<file path="src/rtl/sfx_sequencer_pkg.sv">
// sfx_pkg: segment record, effect ids and the production and bench effect tables.
package sfx_pkg;

   localparam int SFX_CLK_HZ = 50_000_000;
   localparam int SFX_NUM    = 4;
   localparam int SFX_SEGS   = 4;
   localparam int SFX_DIV_W  = 18;
   localparam int SFX_DUR_W  = 24;

   localparam int SFX_CAR  = 0;
   localparam int SFX_WIN  = 1;
   localparam int SFX_LOSE = 2;
   localparam int SFX_HOP  = 3;

   typedef struct packed {
      logic [SFX_DIV_W-1:0] half_period;
      logic [SFX_DUR_W-1:0] duration;
      logic                 last;
   } sfx_seg_t;

   function automatic int unsigned hz_to_half(input int unsigned clk_hz, input int unsigned f);
      return (f == 0) ? 0 : clk_hz / (2 * f);
   endfunction

   function automatic sfx_seg_t mk_seg(input int unsigned half, input int unsigned cyc, input logic last);
      sfx_seg_t s;
      s.half_period = SFX_DIV_W'(half);
      s.duration    = SFX_DUR_W'(cyc);
      s.last        = last;
      return s;
   endfunction

   // Unused slots are one-cycle silences flagged last, so a stray index ends cleanly.
   function automatic sfx_seg_t prod_entry(input int unsigned clk_hz, input int sfx, input int seg);
      int unsigned ms;
      sfx_seg_t    s;
      ms = clk_hz / 1000;
      s  = mk_seg(0, 1, 1'b1);
      if (sfx < SFX_NUM && seg < SFX_SEGS) begin
         case (sfx * SFX_SEGS + seg)
            SFX_CAR*SFX_SEGS + 0:  s = mk_seg(hz_to_half(clk_hz, 150),   80 * ms, 1'b0);
            SFX_CAR*SFX_SEGS + 1:  s = mk_seg(hz_to_half(clk_hz, 100),  120 * ms, 1'b1);
            SFX_WIN*SFX_SEGS + 0:  s = mk_seg(hz_to_half(clk_hz, 523),  100 * ms, 1'b0);
            SFX_WIN*SFX_SEGS + 1:  s = mk_seg(hz_to_half(clk_hz, 659),  100 * ms, 1'b0);
            SFX_WIN*SFX_SEGS + 2:  s = mk_seg(hz_to_half(clk_hz, 784),  100 * ms, 1'b0);
            SFX_WIN*SFX_SEGS + 3:  s = mk_seg(hz_to_half(clk_hz, 1047), 250 * ms, 1'b1);
            SFX_LOSE*SFX_SEGS + 0: s = mk_seg(hz_to_half(clk_hz, 392),  150 * ms, 1'b0);
            SFX_LOSE*SFX_SEGS + 1: s = mk_seg(0,                         50 * ms, 1'b0);
            SFX_LOSE*SFX_SEGS + 2: s = mk_seg(hz_to_half(clk_hz, 330),  150 * ms, 1'b0);
            SFX_LOSE*SFX_SEGS + 3: s = mk_seg(hz_to_half(clk_hz, 262),  300 * ms, 1'b1);
            SFX_HOP*SFX_SEGS + 0:  s = mk_seg(hz_to_half(clk_hz, 880),   40 * ms, 1'b1);
            default: ;
         endcase
      end
      return s;
   endfunction

   function automatic sfx_seg_t tb_entry(input int sfx, input int seg);
      sfx_seg_t s;
      s = mk_seg(0, 1, 1'b1);
      if (sfx < SFX_NUM && seg < SFX_SEGS) begin
         case (sfx * SFX_SEGS + seg)
            0:            s = mk_seg(4, 16, 1'b0);
            1:            s = mk_seg(0,  8, 1'b0);
            2:            s = mk_seg(2,  8, 1'b1);
            SFX_SEGS + 0: s = mk_seg(3,  6, 1'b1);
            default: ;
         endcase
      end
      return s;
   endfunction

   localparam sfx_seg_t SFX_TABLE [SFX_NUM][SFX_SEGS] = '{
      '{prod_entry(SFX_CLK_HZ, 0, 0), prod_entry(SFX_CLK_HZ, 0, 1), prod_entry(SFX_CLK_HZ, 0, 2), prod_entry(SFX_CLK_HZ, 0, 3)},
      '{prod_entry(SFX_CLK_HZ, 1, 0), prod_entry(SFX_CLK_HZ, 1, 1), prod_entry(SFX_CLK_HZ, 1, 2), prod_entry(SFX_CLK_HZ, 1, 3)},
      '{prod_entry(SFX_CLK_HZ, 2, 0), prod_entry(SFX_CLK_HZ, 2, 1), prod_entry(SFX_CLK_HZ, 2, 2), prod_entry(SFX_CLK_HZ, 2, 3)},
      '{prod_entry(SFX_CLK_HZ, 3, 0), prod_entry(SFX_CLK_HZ, 3, 1), prod_entry(SFX_CLK_HZ, 3, 2), prod_entry(SFX_CLK_HZ, 3, 3)}
   };

   localparam sfx_seg_t SFX_TABLE_TB [SFX_NUM][SFX_SEGS] = '{
      '{tb_entry(0, 0), tb_entry(0, 1), tb_entry(0, 2), tb_entry(0, 3)},
      '{tb_entry(1, 0), tb_entry(1, 1), tb_entry(1, 2), tb_entry(1, 3)},
      '{tb_entry(2, 0), tb_entry(2, 1), tb_entry(2, 2), tb_entry(2, 3)},
      '{tb_entry(3, 0), tb_entry(3, 1), tb_entry(3, 2), tb_entry(3, 3)}
   };

endpackage

</file>
<file path="src/rtl/sfx_sequencer_if.sv">
// sfx_sequencer_if: game-side trigger/mute inputs and speaker/status outputs of the sequencer.
interface sfx_sequencer_if
   import sfx_pkg::*;
#(
   parameter int NUM_SFX = SFX_NUM
);
   localparam int ID_W = (NUM_SFX > 1) ? $clog2(NUM_SFX) : 1;

   logic [NUM_SFX-1:0] trigger;
   logic               mute;
   logic               soundOut;
   logic               busy;
   logic [ID_W-1:0]    activeId;
   logic               done;

   modport master (output trigger, output mute, input soundOut, input busy, input activeId, input done);
   modport slave  (input trigger, input mute, output soundOut, output busy, output activeId, output done);
endinterface

</file>
<file path="src/rtl/sfx_sequencer_tone_gen.sv">
// tone_gen: half-period divider with a toggle register and a muted, registered speaker output.
module tone_gen #(
   parameter int DIV_W = 18
)(
   input  logic             clk,
   input  logic             resetN,
   input  logic             restart,
   input  logic             run,
   input  logic             mute,
   input  logic [DIV_W-1:0] half_period,
   output logic             sound
);
   logic [DIV_W-1:0] div_cnt_reg, div_cnt_next;
   logic             phase_reg, phase_next, sound_reg;

   // Neither restarting nor running means the output parks low with the divider cleared.
   always_comb begin
      div_cnt_next = '0;
      phase_next   = 1'b0;
      if (restart) begin
         phase_next = (half_period != '0);
      end else if (run && half_period != '0) begin
         if (div_cnt_reg == half_period - 1'b1) begin
            phase_next = ~phase_reg;
         end else begin
            div_cnt_next = div_cnt_reg + 1'b1;
            phase_next   = phase_reg;
         end
      end
   end

   always_ff @(posedge clk or negedge resetN) begin
      if (!resetN) begin
         div_cnt_reg <= '0;
         phase_reg   <= 1'b0;
         sound_reg   <= 1'b0;
      end else begin
         div_cnt_reg <= div_cnt_next;
         phase_reg   <= phase_next;
         sound_reg   <= phase_next & ~mute;
      end
   end

   assign sound = sound_reg;
endmodule

</file>
<file path="src/rtl/sfx_sequencer.sv">
// sfx_sequencer: trigger-edge driven multi-segment sound effect player on one speaker bit.
// Optional macro SFX_PREEMPT_EN: same/higher-priority edges abort the playing effect.
module sfx_sequencer
   import sfx_pkg::*;
#(
   parameter int CLK_HZ    = SFX_CLK_HZ,
   parameter int NUM_SFX   = SFX_NUM,
   parameter int MAX_SEGS  = SFX_SEGS,
   parameter int DIV_W     = SFX_DIV_W,
   parameter int DUR_W     = SFX_DUR_W,
   parameter int TABLE_SEL = 0
)(
   input logic            clk,
   input logic            resetN,
   sfx_sequencer_if.slave bus
);
   localparam int ID_W  = (NUM_SFX > 1) ? $clog2(NUM_SFX) : 1;
   localparam int SEG_W = (MAX_SEGS > 1) ? $clog2(MAX_SEGS) : 1;

   localparam logic [1:0] ST_IDLE = 2'd0;
   localparam logic [1:0] ST_LOAD = 2'd1;
   localparam logic [1:0] ST_PLAY = 2'd2;

   logic [1:0]         state_reg, state_next;
   logic [NUM_SFX-1:0] trig_q_reg, trig_edge;
   logic [ID_W-1:0]    active_id_reg, active_id_next, first_idx;
   logic [SEG_W-1:0]   seg_idx_reg, seg_idx_next;
   logic [DUR_W-1:0]   dur_cnt_reg, dur_cnt_next, dur_last;
   logic               done_reg, done_next;
   logic               any_edge, seg_end, seg_final, abort, load_go;
   logic               tone_restart, tone_run;
   sfx_seg_t           seg_reg;
   sfx_seg_t           rom [NUM_SFX][MAX_SEGS];

   // Production entries are recomputed when CLK_HZ differs from the package clock.
   for (genvar gi = 0; gi < NUM_SFX; gi++) begin : g_sfx
      for (genvar gj = 0; gj < MAX_SEGS; gj++) begin : g_seg
         if (TABLE_SEL == 1 && gi < SFX_NUM && gj < SFX_SEGS) begin : g_tb
            assign rom[gi][gj] = SFX_TABLE_TB[gi][gj];
         end else if (TABLE_SEL == 1) begin : g_tb_pad
            assign rom[gi][gj] = tb_entry(gi, gj);
         end else if (CLK_HZ == SFX_CLK_HZ && gi < SFX_NUM && gj < SFX_SEGS) begin : g_prod
            assign rom[gi][gj] = SFX_TABLE[gi][gj];
         end else begin : g_prod_clk
            assign rom[gi][gj] = prod_entry(CLK_HZ, gi, gj);
         end
      end
   end

   for (genvar gi = 0; gi < NUM_SFX; gi++) begin : g_edge
      assign trig_edge[gi] = bus.trigger[gi] & ~trig_q_reg[gi];
   end

   always_comb begin
      first_idx = '0;
      for (int i = NUM_SFX - 1; i >= 0; i--) begin
         if (trig_edge[i]) first_idx = ID_W'(i);
      end
   end

   assign any_edge  = |trig_edge;
   assign dur_last  = (seg_reg.duration == '0) ? '0 : DUR_W'(seg_reg.duration - 1'b1);
   assign seg_end   = (state_reg == ST_PLAY) && (dur_cnt_reg == dur_last);
   assign seg_final = seg_reg.last || (seg_idx_reg == SEG_W'(MAX_SEGS - 1));

`ifdef SFX_PREEMPT_EN
   assign abort = (state_reg != ST_IDLE) && any_edge && (first_idx <= active_id_reg);
`else
   assign abort = 1'b0;
`endif

   always_comb begin
      state_next     = state_reg;
      active_id_next = active_id_reg;
      seg_idx_next   = seg_idx_reg;
      dur_cnt_next   = '0;
      done_next      = 1'b0;
      load_go        = 1'b0;
      case (state_reg)
         ST_IDLE: begin
            if (any_edge) begin
               active_id_next = first_idx;
               seg_idx_next   = '0;
               state_next     = ST_LOAD;
               load_go        = 1'b1;
            end
         end
         ST_LOAD: state_next = ST_PLAY;
         ST_PLAY: begin
            if (!seg_end) begin
               dur_cnt_next = dur_cnt_reg + 1'b1;
            end else if (seg_final) begin
               state_next = ST_IDLE;
               done_next  = 1'b1;
            end else begin
               seg_idx_next = seg_idx_reg + 1'b1;
               state_next   = ST_LOAD;
               load_go      = 1'b1;
            end
         end
         default: state_next = ST_IDLE;
      endcase
      if (abort) begin
         active_id_next = first_idx;
         seg_idx_next   = '0;
         state_next     = ST_LOAD;
         load_go        = 1'b1;
         done_next      = 1'b0;
         dur_cnt_next   = '0;
      end
   end

   // The segment is fetched on the edge into LOAD so it is stable for the whole LOAD cycle.
   always_ff @(posedge clk or negedge resetN) begin
      if (!resetN) begin
         state_reg     <= ST_IDLE;
         trig_q_reg    <= '1;
         active_id_reg <= '0;
         seg_idx_reg   <= '0;
         dur_cnt_reg   <= '0;
         done_reg      <= 1'b0;
         seg_reg       <= '0;
      end else begin
         state_reg     <= state_next;
         trig_q_reg    <= bus.trigger;
         active_id_reg <= active_id_next;
         seg_idx_reg   <= seg_idx_next;
         dur_cnt_reg   <= dur_cnt_next;
         done_reg      <= done_next;
         if (load_go) seg_reg <= rom[active_id_next][seg_idx_next];
      end
   end

   assign tone_restart = (state_reg == ST_LOAD) && !abort;
   assign tone_run     = (state_reg == ST_PLAY) && !seg_end && !abort;

   tone_gen #(.DIV_W(DIV_W)) u_tone (
      .clk         (clk),
      .resetN      (resetN),
      .restart     (tone_restart),
      .run         (tone_run),
      .mute        (bus.mute),
      .half_period (DIV_W'(seg_reg.half_period)),
      .sound       (bus.soundOut)
   );

   assign bus.busy     = (state_reg != ST_IDLE);
   assign bus.activeId = active_id_reg;
   assign bus.done     = done_reg;
endmodule
</file>
<file path="src/flat_wrapper.sv">
// flat-port wrapper written by rule: the top's interface ports become plain ports
module sfx_sequencer_flat import sfx_pkg::*;
#(
   parameter int CLK_HZ    = SFX_CLK_HZ,
   parameter int NUM_SFX   = SFX_NUM,
   parameter int MAX_SEGS  = SFX_SEGS,
   parameter int DIV_W     = SFX_DIV_W,
   parameter int DUR_W     = SFX_DUR_W,
   parameter int TABLE_SEL = 0
)
  (clk, resetN, bus_trigger, bus_mute, bus_soundOut, bus_busy, bus_activeId, bus_done);
  sfx_sequencer_if #(.NUM_SFX(NUM_SFX)) bus_i ();
  input logic clk;
  input logic resetN;
  input wire logic [$bits(bus_i.trigger)-1:0] bus_trigger;
  input wire logic [$bits(bus_i.mute)-1:0] bus_mute;
  output wire logic [$bits(bus_i.soundOut)-1:0] bus_soundOut;
  output wire logic [$bits(bus_i.busy)-1:0] bus_busy;
  output wire logic [$bits(bus_i.activeId)-1:0] bus_activeId;
  output wire logic [$bits(bus_i.done)-1:0] bus_done;
  assign bus_i.trigger = bus_trigger;
  assign bus_i.mute = bus_mute;
  assign bus_soundOut = bus_i.soundOut;
  assign bus_busy = bus_i.busy;
  assign bus_activeId = bus_i.activeId;
  assign bus_done = bus_i.done;
  sfx_sequencer #(.CLK_HZ(CLK_HZ), .NUM_SFX(NUM_SFX), .MAX_SEGS(MAX_SEGS), .DIV_W(DIV_W), .DUR_W(DUR_W), .TABLE_SEL(TABLE_SEL)) u_core (.clk(clk), .resetN(resetN), .bus(bus_i));
endmodule
</file>
<file path="config.mk">
export PLATFORM = sky130hd
export DESIGN_NAME = sfx_sequencer_flat
export DESIGN_NICKNAME = d
export VERILOG_FILES = /design/src/rtl/sfx_sequencer_pkg.sv /design/src/rtl/sfx_sequencer_if.sv /design/src/rtl/sfx_sequencer_tone_gen.sv /design/src/rtl/sfx_sequencer.sv /design/src/flat_wrapper.sv
export SDC_FILE = /design/constraint.sdc
export NUM_CORES = 1
export LEC_CHECK = 0
export CELL_PAD_IN_SITES_DETAIL_PLACEMENT = 0
export CELL_PAD_IN_SITES_GLOBAL_PLACEMENT = 2
export CORE_MARGIN = 2
export CORE_UTILIZATION = 40
export CTS_CLUSTER_SIZE = 28
export DETAILED_ROUTE_END_ITERATION = 8
export PLACE_DENSITY_LB_ADDON = 0.2
export SETUP_SLACK_MARGIN = 0.1
export SYNTH_ARGS = -nofsm -noshare
export SYNTH_HDL_FRONTEND = slang
export SYNTH_HIERARCHICAL = 1
export SYNTH_SLANG_ARGS = --single-unit
</file>
<file path="constraint.sdc">
create_clock -name clk -period 5.5 [get_ports clk]
set_input_delay 0.55 -clock clk [delete_from_list [all_inputs] [get_ports clk]]
set_output_delay 0.55 -clock clk [all_outputs]
set_load 0.005 [all_outputs]
</file>
# Word level (Yosys, flattened, before mapping)
# Cells that the tools add are included.
# totals
ff_bits	98
in_bits	7
word_cells	86
# op_classes
eq_ne	7
n_bitwise	13
magnitude_cmp	2
muxes	36
addsub	5
n_reduce_logical	11
# ops
operator	n
binary-select mux 172 bit (select 2 bit)	1
two-way mux 172 bit	2
binary-select mux 43 bit (select 2 bit)	1
two-way mux 43 bit	2
two-way mux 24 bit	3
two-way mux 18 bit	3
adder 24 x 1 -> 24 bit (second input constant)	1
equality test 24 bit	1
zero test 24 bit	1
subtractor 24 x 1 -> 24 bit (second input constant)	1
two-way mux 2 bit	11
adder 18 x 1 -> 18 bit (second input constant)	1
equality test 18 bit	1
nonzero test 18 bit	1
subtractor 18 x 1 -> 18 bit (second input constant)	1
two-way mux 1 bit	10
>= comparator 3 bit (second input constant)	2
NOT 1 bit	6
NOT 2 -> 3 bit	2
one-hot mux 2 bit (3 select lines)	1
AND 1 bit	5
equality test 2 bit (second input constant)	2
!= test 2 x 1 -> 1 bit (second input constant)	2
one-hot mux 2 bit (2 select lines)	1
10 further kinds	12

# Longest topological paths before layout
# Gate-level depths: netlist (run 1).
# logic_depth
word_depth	15
ltp_mapped	16

# Cells and area by module
# The synthesis (run 1) kept the hierarchy.
# by_module_without_submodules
module	seq_area_each_um2	cells_each	instances	area_per_inst_um2
sfx_sequencer	1806.7	534	1	4677.0
tone_gen	500.5	174	1	1540.2

# Worst setup path before layout (run 1)
# No wires, ideal clock.
# synth_timing
path_kind	register to register
startpoint	register u_core/seg_reg[1] (netlist bit)
endpoint	register u_core/seg_reg[19] (netlist bit)
slack_ns	1.373
setup_ns	0.121
arrival_ns	4.006
path_stages_with_launch	15
path_cell_list	dfrtp_1 inv_1 ha_1 or4b_4 or3_4 nor4_4 a211oi_1 or2_0 a2111o_1 or4_4 and3_1 buf_6 nand2_1 or3b_1 a22o_1
# synth_via
elab_chain_len	10
word_cells_on_any_way	13
cone_classes	add/sub: 1; eq/ne: 1; mux: 8; bitwise: 1; reduce/logical: 2
# synth_lines
element	line	source
start: declaration	sfx_sequencer.sv:32	sfx_seg_t seg_reg;
start signal: assignment	sfx_sequencer.sv:130	if (load_go) seg_reg <= rom[active_id_next][seg_idx_next];
subtractor 24 x 1 -> 24 bit or zero test 24 bit (tied branches)	sfx_sequencer.sv:62	assign dur_last = (seg_reg.duration == '0) ? '0 : DUR_W'(seg_reg.duration - 1'b1);
two-way mux 24 bit (*)	sfx_sequencer.sv:62	
equality test 24 bit (*)	sfx_sequencer.sv:63	assign seg_end = (state_reg == ST_PLAY) && (dur_cnt_reg == dur_last);
logical AND 1 bit (*)	sfx_sequencer.sv:63	
two-way mux 2 bit	sfx_sequencer.sv:90	if (!seg_end) begin
one-hot mux 2 bit (2 select lines)	sfx_sequencer.sv:79	case (state_reg)
NOT 2 -> 3 bit (implied by the code)	sfx_sequencer.sv:130	
binary-select mux 43 bit (select 2 bit)	sfx_sequencer.sv:130	
two-way mux 43 bit (implied by the code) (2 in series)	sfx_sequencer.sv:130	
# Every way passes the cells marked *; elsewhere a longest branch is shown, timed or not. The select of a mux whose other input is x is not followed.
# A chain may end at the register's enable or synchronous reset.

# Worst setup path in the final report (run 1)
# layout_timing
startpoint	register u_core/seg_reg[1] (netlist bit)
endpoint	register u_core/seg_reg[25] (netlist bit)
# The elaborated chain is that of the path after synthesis.

==> results of run 1 <==
[worst max-delay path by stage]
stage	to	slack (ps)
2_1_floorplan	u_core/seg_reg[19]$_DFFE_PN0P_	1370
3_3_place_gp	u_core/seg_reg[22]$_DFFE_PN0P_	790
3_5_place_dp	u_core/seg_reg[25]$_DFFE_PN0P_	650
4_1_cts	u_core/seg_reg[25]$_DFFE_PN0P_	620
5_1_grt	u_core/seg_reg[22]$_DFFE_PN0P_	320
6_report	u_core/seg_reg[25]$_DFFE_PN0P_	580
[cell families after synthesis]
group / count (synthesis)
AND/OR/NAND/NOR: 320
adder cells (fa/ha/maj): 10
buffers and inverters: 57
AO/OA/AOI/OAI: 143
XOR/XNOR: 75
multiplexers: 11
flip-flops: 92
[power breakdown]
group	total, mW	internal, mW	switching, mW
logic	1.78	0.694	1.09
clock network	0.603	0.333	0.270
registers	1.14	0.844	0.294
[layout make-up]
class	instances	area, sq um
clock buffers	13	260.3
clock inverters	3	22.52
fillers	1481	8476
inverters	20	87.58
multi-input cells	559	3646
flip-flops and latches	92	2307
well taps	188	235.2
repair buffers	19	167.7
[worst register-to-register path: cells and delay by family, from the launching register on]
kind	cells	cell delay [ps]
AO/OA/AOI/OAI	4	1200
adder cells (fa/ha/maj)	1	230
buffers and inverters	2	280
flip-flops	1	430
AND/OR/NAND/NOR	7	2680
[cell usage in the layout (no fill, tap or decap), types with 4 or more instances in the layout]
cell type	synthesis	layout
mux2i_1	7	7
dfrtp_1	88	88
o31ai_1	9	9
nand3b_1	5	5
a211o_1	6	6
dfstp_2	4	4
nor2b_1	11	11
nand4_1	11	11
a211oi_1	5	5
a21oi_1	24	24
a21o_1	9	9
xor2_1	33	33
a31oi_1	13	12
or3_1	5	5
clkbuf_16	0	9
inv_1	18	18
clkdlybuf4s50_1	0	10
ha_1	10	10
nor4_1	10	10
a22o_1	6	6
buf_4	2	9
and2_1	5	5
xnor2_1	42	42
nor3_2	5	5
nand2_1	62	62
nor2_1	100	100
nand2b_1	13	13
o21ai_0	20	20
or4_1	9	9
and3_1	12	12
o21a_1	5	5
nand3_1	27	27
nor3_1	19	19
[routing by layer]
metal / wire length (um) / global-route usage (%) / vias to the layer above / part of all wire [%]
li1: - / - / 2518 / -
met1: 8117 / 29.43 / 2541 / 48
met2: 8040 / 34.86 / 109 / 47
met3: 579 / 3.867 / 20 / 3.4
met4: 325 / 6.522 / 0 / 1.9
met5: 0 / 0 / - / 0
[stage by stage]
stage,utilization [%],cell area [sq um],cells
floorplan,-,6217,708
global placement,42.39,6444,878
detailed placement,42.39,6444,878
CTS,44.25,6726,894
global route,44.25,6726,894
finish,44.25,6726,894
==> impl_metrics.toml, run 1 <==
[status]
status = "finished, final reports clean"

[layout]
drive_gt1_share_pct = 8.499
diodes = 0
nets = 718
area_delta_synth_final_pct = 8.191
largest_reg_flops = 37

[die]
die_h_um = 128.7
coreArea_sq_um = 15200
io_pins = 12
rows = 45
die_area_sq_um = 16560
die_x_um = 128.7
start_util_pct = 40.90

[global_routing]
grt_pass1_vias = 5054
antenna_found_initial = 0
grt_overflow = 0
grt_pass1_wl_um = 27690
grtUsageTotal_pct = 21.50
grt_max_degree = 74

[timing]
finalHoldViolCount = 0
worst_slack_ps = 581.5
period_needed_ps = 4919
finClkSkew_ps = 13.01
slew_violations = 0
holdWs_ps = 73.99
timing.fmax_mhz = 203.3
fin_crit_sh_pct = 89.43
rsz0062_at_grt = "no"
maxSlewHeadroom_pct = 36.33
setup_viol = 0
worstMarginPinSlew_ps = 955.1
setup_tns_ps = 0

[yosys]
netlist.area_leader.share_pct = 35.42
synth_edf_count = 0
synth-simple-area-share_pct = 27.27
synth_top_family_by_area = "simple AND/OR/NAND/NOR gates"
syn_area_sq_um = 6217
synth_cells = 708
ys_seq_area_share_pct = 37.11
synth_compound_gate_area_share_pct = 16.64
ys_async_sr_fraction_pct = 100.0
yosysMostFrequentCell = "nor2_1"
muxShareOfSynthArea_pct = 1.912
synthTopCellsByCount = "100 x nor2_1, 88 x dfrtp_1, 62 x nand2_1"
synth_xor_area_share_pct = 10.57
synthFlopType = "dfrtp_1"
synth_top_cell_by_area = "dfrtp_1"
ys_ff_latch = 92
synth_cell_types = 87
ys_warn_count = 6
syn-num-nets = 725
yosys-top-cells-area = "dfrtp_1 35%, nor2_1 6.0%, xnor2_1 5.9%"
synth-adder-area-share_pct = 2.012
avgSynthCellArea_sq_um = 8.781

[critical_path]
required_ps = 5760
r2r_start = "u_core/seg_reg[1]$_DFFE_PN0P_"
startpoint = "u_core/seg_reg[1]$_DFFE_PN0P_"
ff2ff_path_depth = 14
startpoint_type = "flop"
cp_top_family = "simple AND/OR/NAND/NOR gates"
crit_chain = "inv_1 > ha_1 > or4b_4 > or3_4 > nor4_4 > a211oi_1 > or2_0 > a2111o_1 > o311ai_0 > and3_1 > clkinv_8 > nor2_1 > nand2_1 > a31oi_1"
reg2reg_slack_ps = 580
cpMaxStageDelayCell = "nor2_1"
crit_type = "reg2reg"
cp.depth = 14
slowest_delay_ps = 500
path_buf_inv = 2
r2r-end = "u_core/seg_reg[25]$_DFFE_PN0P_"
crit_path_end_kind = "flop"
crit_arrival_ps = 5180
cp_max_fo = 13

[detailed_routing]
remaining_drc_errors = 0
postRouteAntennaNets = 0
vias = 5188
routedWlPerCell_um = 19.09
finalWirelength_um = 17060
drtPass1Iterations = 5
viasPerCell = 5.803
drt_iter0_markers = 378

[pwr]
power_mw = 3.519
p_leak_nw = 2.682
power.density_nw_per_um2 = 523.2
ir_drop_mv = 0.2718

[clock_network]
post_cts_buffers = 0
hold_buffers = 0
cts_max_path_buffers = 2
cts_buffers = 9
clk_pin_slew_ps = 70
cts_resized = 0
root_buffer = "clkbuf_16"
insertion_delay_ps = 350
cts_sinks = 92
cts_tree = "done"
cts_max_level = 3

[placement]
place_ws_ps = 650.7
port_buffers = 11
dp_hpwl_um = 12670
gp_congestion = 0.8650

[hold_path]
hold_class = "in2async"

[flow_run]
maxCapViolCount = 0
(Power assumes the default switching activity.)
==> run 2: changes to the inputs <==
--- a/config.mk
+++ b/config.mk
@@ -7,8 +7,8 @@
 export LEC_CHECK = 0
 export CELL_PAD_IN_SITES_DETAIL_PLACEMENT = 0
 export CELL_PAD_IN_SITES_GLOBAL_PLACEMENT = 2
-export CORE_MARGIN = 2
-export CORE_UTILIZATION = 40
+export CORE_MARGIN = 3
+export CORE_UTILIZATION = 43
 export CTS_CLUSTER_SIZE = 28
 export DETAILED_ROUTE_END_ITERATION = 8
 export PLACE_DENSITY_LB_ADDON = 0.2
==> constraint.sdc (replaced) <==
create_clock -name clk -period 6.15 [get_ports clk]
set_input_delay 0.615 -clock clk [delete_from_list [all_inputs] [get_ports clk]]
set_output_delay 0.615 -clock clk [all_outputs]
set_load 0.005 [all_outputs]
==> impl_metrics.toml, run 2 (synthesis gave the netlist of run 1 again) <==
[detailed_routing]
finalWirelength_um = 17390
drt_iter0_markers = 474
routedWlPerCell_um = 19.69
postRouteAntennaNets = 0
drtPass1Iterations = 5
viasPerCell = 6.023
remaining_drc_errors = 0
vias = 5318

[layout]
fillers = 1363
layout_common_cells = "100 x nor2_1, 88 x dfrtp_1, 62 x nand2_1, 42 x xnor2_1, 33 x xor2_1"
diodes = 0
fin_area_sq_um = 6704
layoutNonFillerInstCount = 883
layout_commonest_cell = "nor2_1"
largest_reg_flops = 37
drive_gt1_share_pct = 8.108
area_delta_synth_final_pct = 7.829
nets = 715

[pwr]
p_comb_share_pct = 49.8
seqPwrFrac_pct = 32.3
power.switching_mw = 1.498
power.density_nw_per_um2 = 474.4
swShare_pct = 47.09
clkPwrFrac_pct = 17.9
p_leak_nw = 2.672
internal-power_mw = 1.683
ir_drop_mv = 0.2434

[global_routing]
grt_overflow = 0
grt_pass1_wl_um = 28290
antenna_found_initial = 0
grt_pass1_vias = 5150
grt_max_degree = 72
grtUsageTotal_pct = 22.25

[hold_path]
hold_class = "in2async"

[clock_network]
post_cts_buffers = 0
cts_max_path_buffers = 2
insertion_delay_ps = 350
cts_resized = 0
root_buffer = "clkbuf_16"
cts_max_level = 3
clk_pin_slew_ps = 70
hold_buffers = 0
cts_tree = "done"
cts_buffers = 9
cts_sinks = 92

[timing]
slew_violations = 0
finClkSkew_ps = 11.17
timing.fmax_mhz = 192.5
holdWs_ps = 145.6
finalHoldViolCount = 0
rsz0062_at_grt = "no"
fin_crit_sh_pct = 84.49
worstMarginPinSlew_ps = 935.4
setup_tns_ps = 0
period_needed_ps = 5196
setup_viol = 0
maxSlewHeadroom_pct = 37.45

[critical_path]
r2r_start = "u_core/seg_reg[1]$_DFFE_PN0P_"
ff2ff_path_depth = 14
crit_chain = "inv_1 > ha_1 > or4b_4 > or3_4 > nor4_4 > a211oi_1 > or2_0 > a2111o_1 > o311ai_0 > and3_1 > clkinv_8 > nor2_1 > a221oi_1 > a21o_1"
startpoint_type = "flop"
r2r-end = "u_core/seg_reg[0]$_DFFE_PN0P_"
setup.worst_path.end = "u_core/seg_reg[0]$_DFFE_PN0P_"
startpoint = "u_core/seg_reg[1]$_DFFE_PN0P_"
crit_path_end_kind = "flop"
crit_type = "reg2reg"
cpMaxStageDelayCell = "and3_1"
crit_arrival_ps = 5440
reg2reg_slack_ps = 950
cp_max_fo = 16
required_ps = 6390
slowest_delay_ps = 690

[die]
die_h_um = 126.2
io_pins = 12
die_area_sq_um = 15940
coreArea_sq_um = 13990
rows = 43
start_util_pct = 44.45
die_x_um = 126.2

[placement]
placed_cell_area_sq_um = 6411
gp_congestion = 0.8861
place_inst = 867
port_buffers = 11
dp_hpwl_um = 12840

[flow_run]
maxCapViolCount = 0

[status]
status = "finished, final reports clean"
==> run 2: worst min-delay path by stage <==
stage          startpoint                               end  slack, ps  cells past startpoint
2_1_floorplan      resetN  u_core/bus.activeId[0]$_DFF_PN0_        320                      0
3_3_place_gp       resetN   u_core/dur_cnt_reg[3]$_DFF_PN0_        510                      1
3_5_place_dp       resetN   u_core/dur_cnt_reg[3]$_DFF_PN0_        520                      1
4_1_cts            resetN  u_core/dur_cnt_reg[11]$_DFF_PN0_        140                      1
5_1_grt            resetN   u_core/dur_cnt_reg[3]$_DFF_PN0_        150                      1
6_report           resetN   u_core/dur_cnt_reg[5]$_DFF_PN0_        150                      1
==> run 2: layer usage <==
| metal | part of all wire (%) | vias up | wire [um] | GRT usage, % |
|---|---|---|---|---|
| li1 | - | 2517 | - | - |
| met1 | 46 | 2633 | 7937 | 30.10 |
| met2 | 49 | 145 | 8435 | 36.78 |
| met3 | 3.7 | 23 | 642 | 3.605 |
| met4 | 2.2 | 0 | 374 | 6.814 |
| met5 | 0 | - | 0 | 0 |
==> run 2: final cells by class <==
cell class	count	area, sq um	share of cell area [%]
Clock buffer	11	232.7	3.471
Clock inverter	5	60.06	0.8959
Inverter	20	87.58	1.306
Multi-Input combinational cell	559	3646	54.39
Sequential cell	92	2307	34.42
Tap cell	180	225.2	3.359
Timing Repair Buffer	16	145.1	2.165
==> run 2: critical path, delay by kind of cell (launching register included) <==
| kind | cells | cell delay, ps |
|---|---|---|
| AO/OA/AOI/OAI | 5 | 1260 |
| AND/OR/NAND/NOR | 6 | 2840 |
| adder cells (fa/ha/maj) | 1 | 220 |
| buffers and inverters | 2 | 320 |
| flip-flops | 1 | 420 |
==> run 2: power by group through the flow <==
stage / registers (mW) / clock network, mW / logic, mW
5_1_grt: 1.05 / 0.614 / 1.75
4_1_cts: 1.02 / 0.585 / 1.57
3_3_place_gp: 1.03 / 0 / 1.56
2_1_floorplan: 0.906 / 0 / 1.28
6_report: 1.03 / 0.571 / 1.58
3_5_place_dp: 1.03 / 0 / 1.56
==> run 2: metrics by stage <==
step           utilization, %  worst slack (ps)  total power [mW]
5_1_grt                 47.92             553.5             3.416
2_1_floorplan               -              2023             2.188
4_1_cts                 47.92              1058             3.173
6_report                47.92             954.1             3.180
3_5_place_dp            45.83              1093             2.590
3_3_place_gp            45.83              1010             2.588
==> run 3: changes to the inputs <==
--- a/config.mk
+++ b/config.mk
@@ -8,7 +8,7 @@
 export CELL_PAD_IN_SITES_DETAIL_PLACEMENT = 0
 export CELL_PAD_IN_SITES_GLOBAL_PLACEMENT = 2
 export CORE_MARGIN = 3
-export CORE_UTILIZATION = 43
+export CORE_UTILIZATION = 40
 export CTS_CLUSTER_SIZE = 28
 export DETAILED_ROUTE_END_ITERATION = 8
 export PLACE_DENSITY_LB_ADDON = 0.2
==> constraint.sdc (replaced) <==
create_clock -name clk -period 4.9 [get_ports clk]
set_input_delay 0.49 -clock clk [delete_from_list [all_inputs] [get_ports clk]]
set_output_delay 0.49 -clock clk [all_outputs]
set_load 0.005 [all_outputs]
==> impl_metrics.toml, run 3 (synthesis gave the netlist of run 1 again) <==
[detailed_routing]
vias = 5290
routedWlPerCell_um = 19.55
postRouteAntennaNets = 0
drtPass1Iterations = 5
viasPerCell = 5.832
drt_iter0_markers = 477
finalWirelength_um = 17730
remaining_drc_errors = 0

[pwr]
ir_drop_mv = 0.3389
power.density_nw_per_um2 = 601.2
p_leak_nw = 2.777

[die]
die_x_um = 130.7
die_h_um = 130.7
coreArea_sq_um = 14860
rows = 44
io_pins = 12
die_area_sq_um = 17070
start_util_pct = 41.83

[clock_network]
cts_max_path_buffers = 2
cts_max_level = 3
cts_tree = "done"
insertion_delay_ps = 350
clk_pin_slew_ps = 70
root_buffer = "clkbuf_16"
post_cts_buffers = 0
hold_buffers = 0
cts_sinks = 92
cts_buffers = 9
cts_resized = 0

[timing]
slew_violations = 0
finClkSkew_ps = 10.54
worstMarginPinSlew_ps = 679.7
setup_viol = 0
timing.fmax_mhz = 221.4
maxSlewHeadroom_pct = 54.05
finalHoldViolCount = 0
fin_crit_sh_pct = 92.19
setup_tns_ps = 0
rsz0062_at_grt = "no"
worst_slack_ps = 382.5
period_needed_ps = 4517

[critical_path]
required_ps = 5170
reg2reg_slack_ps = 380
r2r_start = "u_core/seg_reg[9]$_DFFE_PN0P_"
cp_max_fo = 8
slowest_delay_ps = 620
crit_arrival_ps = 4780
r2r-end = "u_core/seg_reg[16]$_DFFE_PN0P_"
crit_path_end_kind = "flop"
startpoint_type = "flop"
path_buf_inv = 4
crit_chain = "or4_4 > o31ai_1 > o221ai_1 > o41ai_2 > buf_4 > a21boi_0 > buf_4 > nand2_1 > or4_4 > and3_2 > clkinv_8 > buf_12 > and2_1 > nand2_1 > a41oi_1"
crit_type = "reg2reg"
cpMaxStageDelayCell = "or4_4"
cp_top_family = "simple AND/OR/NAND/NOR gates"
ff2ff_path_depth = 15

[hold_path]
hold_class = "in2async"

[global_routing]
grtUsageMet3_pct = 3.862
grt_overflow = 0
grtUsageTotal_pct = 21.73
use_met1_pct = 30.59
grt.busiest_layer = "met2"
grt_pass1_vias = 5163
grt_pass1_wl_um = 28820
use_met2_pct = 34.97
grt_max_degree = 48
antenna_found_initial = 0

[layout]
layout_commonest_cell = "nor2_1"
largest_reg_flops = 37
layout_common_cells = "100 x nor2_1, 88 x dfrtp_1, 62 x nand2_1, 42 x xnor2_1, 33 x xor2_1"
diodes = 0
nets = 735
drive_gt1_share_pct = 11.07
fillers = 1474
area_delta_synth_final_pct = 10.97

[flow_run]
maxCapViolCount = 0

[status]
status = "finished, final reports clean"

[placement]
port_buffers = 11
dp_hpwl_um = 13260
place_ws_ps = 222.3
gp_congestion = 0.9010
==> run 3: changes by cell type in the layout (fill, tap and decap cells not counted), sizes merged <==
cell / change
buf: +20
clkbuf: +2
clkinv: -1
clkinvlp: +1
inv: -2
==> run 3: how the worst max path moves through the flow <==
stage / from / to / cells after the start
finish: u_core/seg_reg[9]$_DFFE_PN0P_ / u_core/seg_reg[16]$_DFFE_PN0P_ / 15
global route: u_core/seg_reg[9]$_DFFE_PN0P_ / u_core/seg_reg[16]$_DFFE_PN0P_ / 14
CTS: u_core/seg_reg[9]$_DFFE_PN0P_ / u_core/seg_reg[16]$_DFFE_PN0P_ / 15
detailed placement: u_core/seg_reg[9]$_DFFE_PN0P_ / u_core/seg_reg[16]$_DFFE_PN0P_ / 15
global placement: u_core/seg_reg[9]$_DFFE_PN0P_ / u_core/seg_reg[16]$_DFFE_PN0P_ / 15
floorplan: u_core/seg_reg[1]$_DFFE_PN0P_ / u_core/seg_reg[19]$_DFFE_PN0P_ / 14
==> run 3: report_power, final <==
group	switching (mW)	internal [mW]	total, mW	leakage [nW]
sequential	0.323	0.947	1.27	1.19
clock	0.309	0.425	0.735	0.146
combinational	1.27	0.873	2.14	1.44
==> run 3: worst register-to-register path, delay by kind of cell (launching register included) <==
family	cells	cell delay, ps
buffers and inverters	4	550
AO/OA/AOI/OAI	5	1480
flip-flops	1	500
AND/OR/NAND/NOR	6	1900
==> run 3: through the flow <==
stage               std cells  utilization (%)  hold WS [ps]  total power, mW  area, sq um
detailed placement        891            44.26         500.0            3.398         6579
floorplan                 708                -         194.4            2.747         6217
global route              907            46.41         213.0            4.458         6899
finish                    907            46.41         173.0            4.148         6899
global placement          891            44.26         502.8            3.385         6579
CTS                       907            46.32         187.3            4.153         6885
==> run 3: layout make-up <==
| class | instances | area, sq um | share of cell area [%] |
|---|---|---|---|
| Clock buffer | 13 | 260.3 | 3.772 |
| Clock inverter | 3 | 46.29 | 0.6710 |
| Inverter | 20 | 87.58 | 1.269 |
| Multi-Input combinational cell | 559 | 3660 | 53.05 |
| Sequential cell | 92 | 2307 | 33.44 |
| Tap cell | 184 | 230.2 | 3.337 |
| Timing Repair Buffer | 36 | 307.8 | 4.461 |
==> run 3: metal layers <==
layer | share of wire, % | up-vias
li1 | - | 2553
met4 | 1.3 | 0
met5 | 0 | -
met2 | 48 | 103
met1 | 48 | 2617
met3 | 3.5 | 17
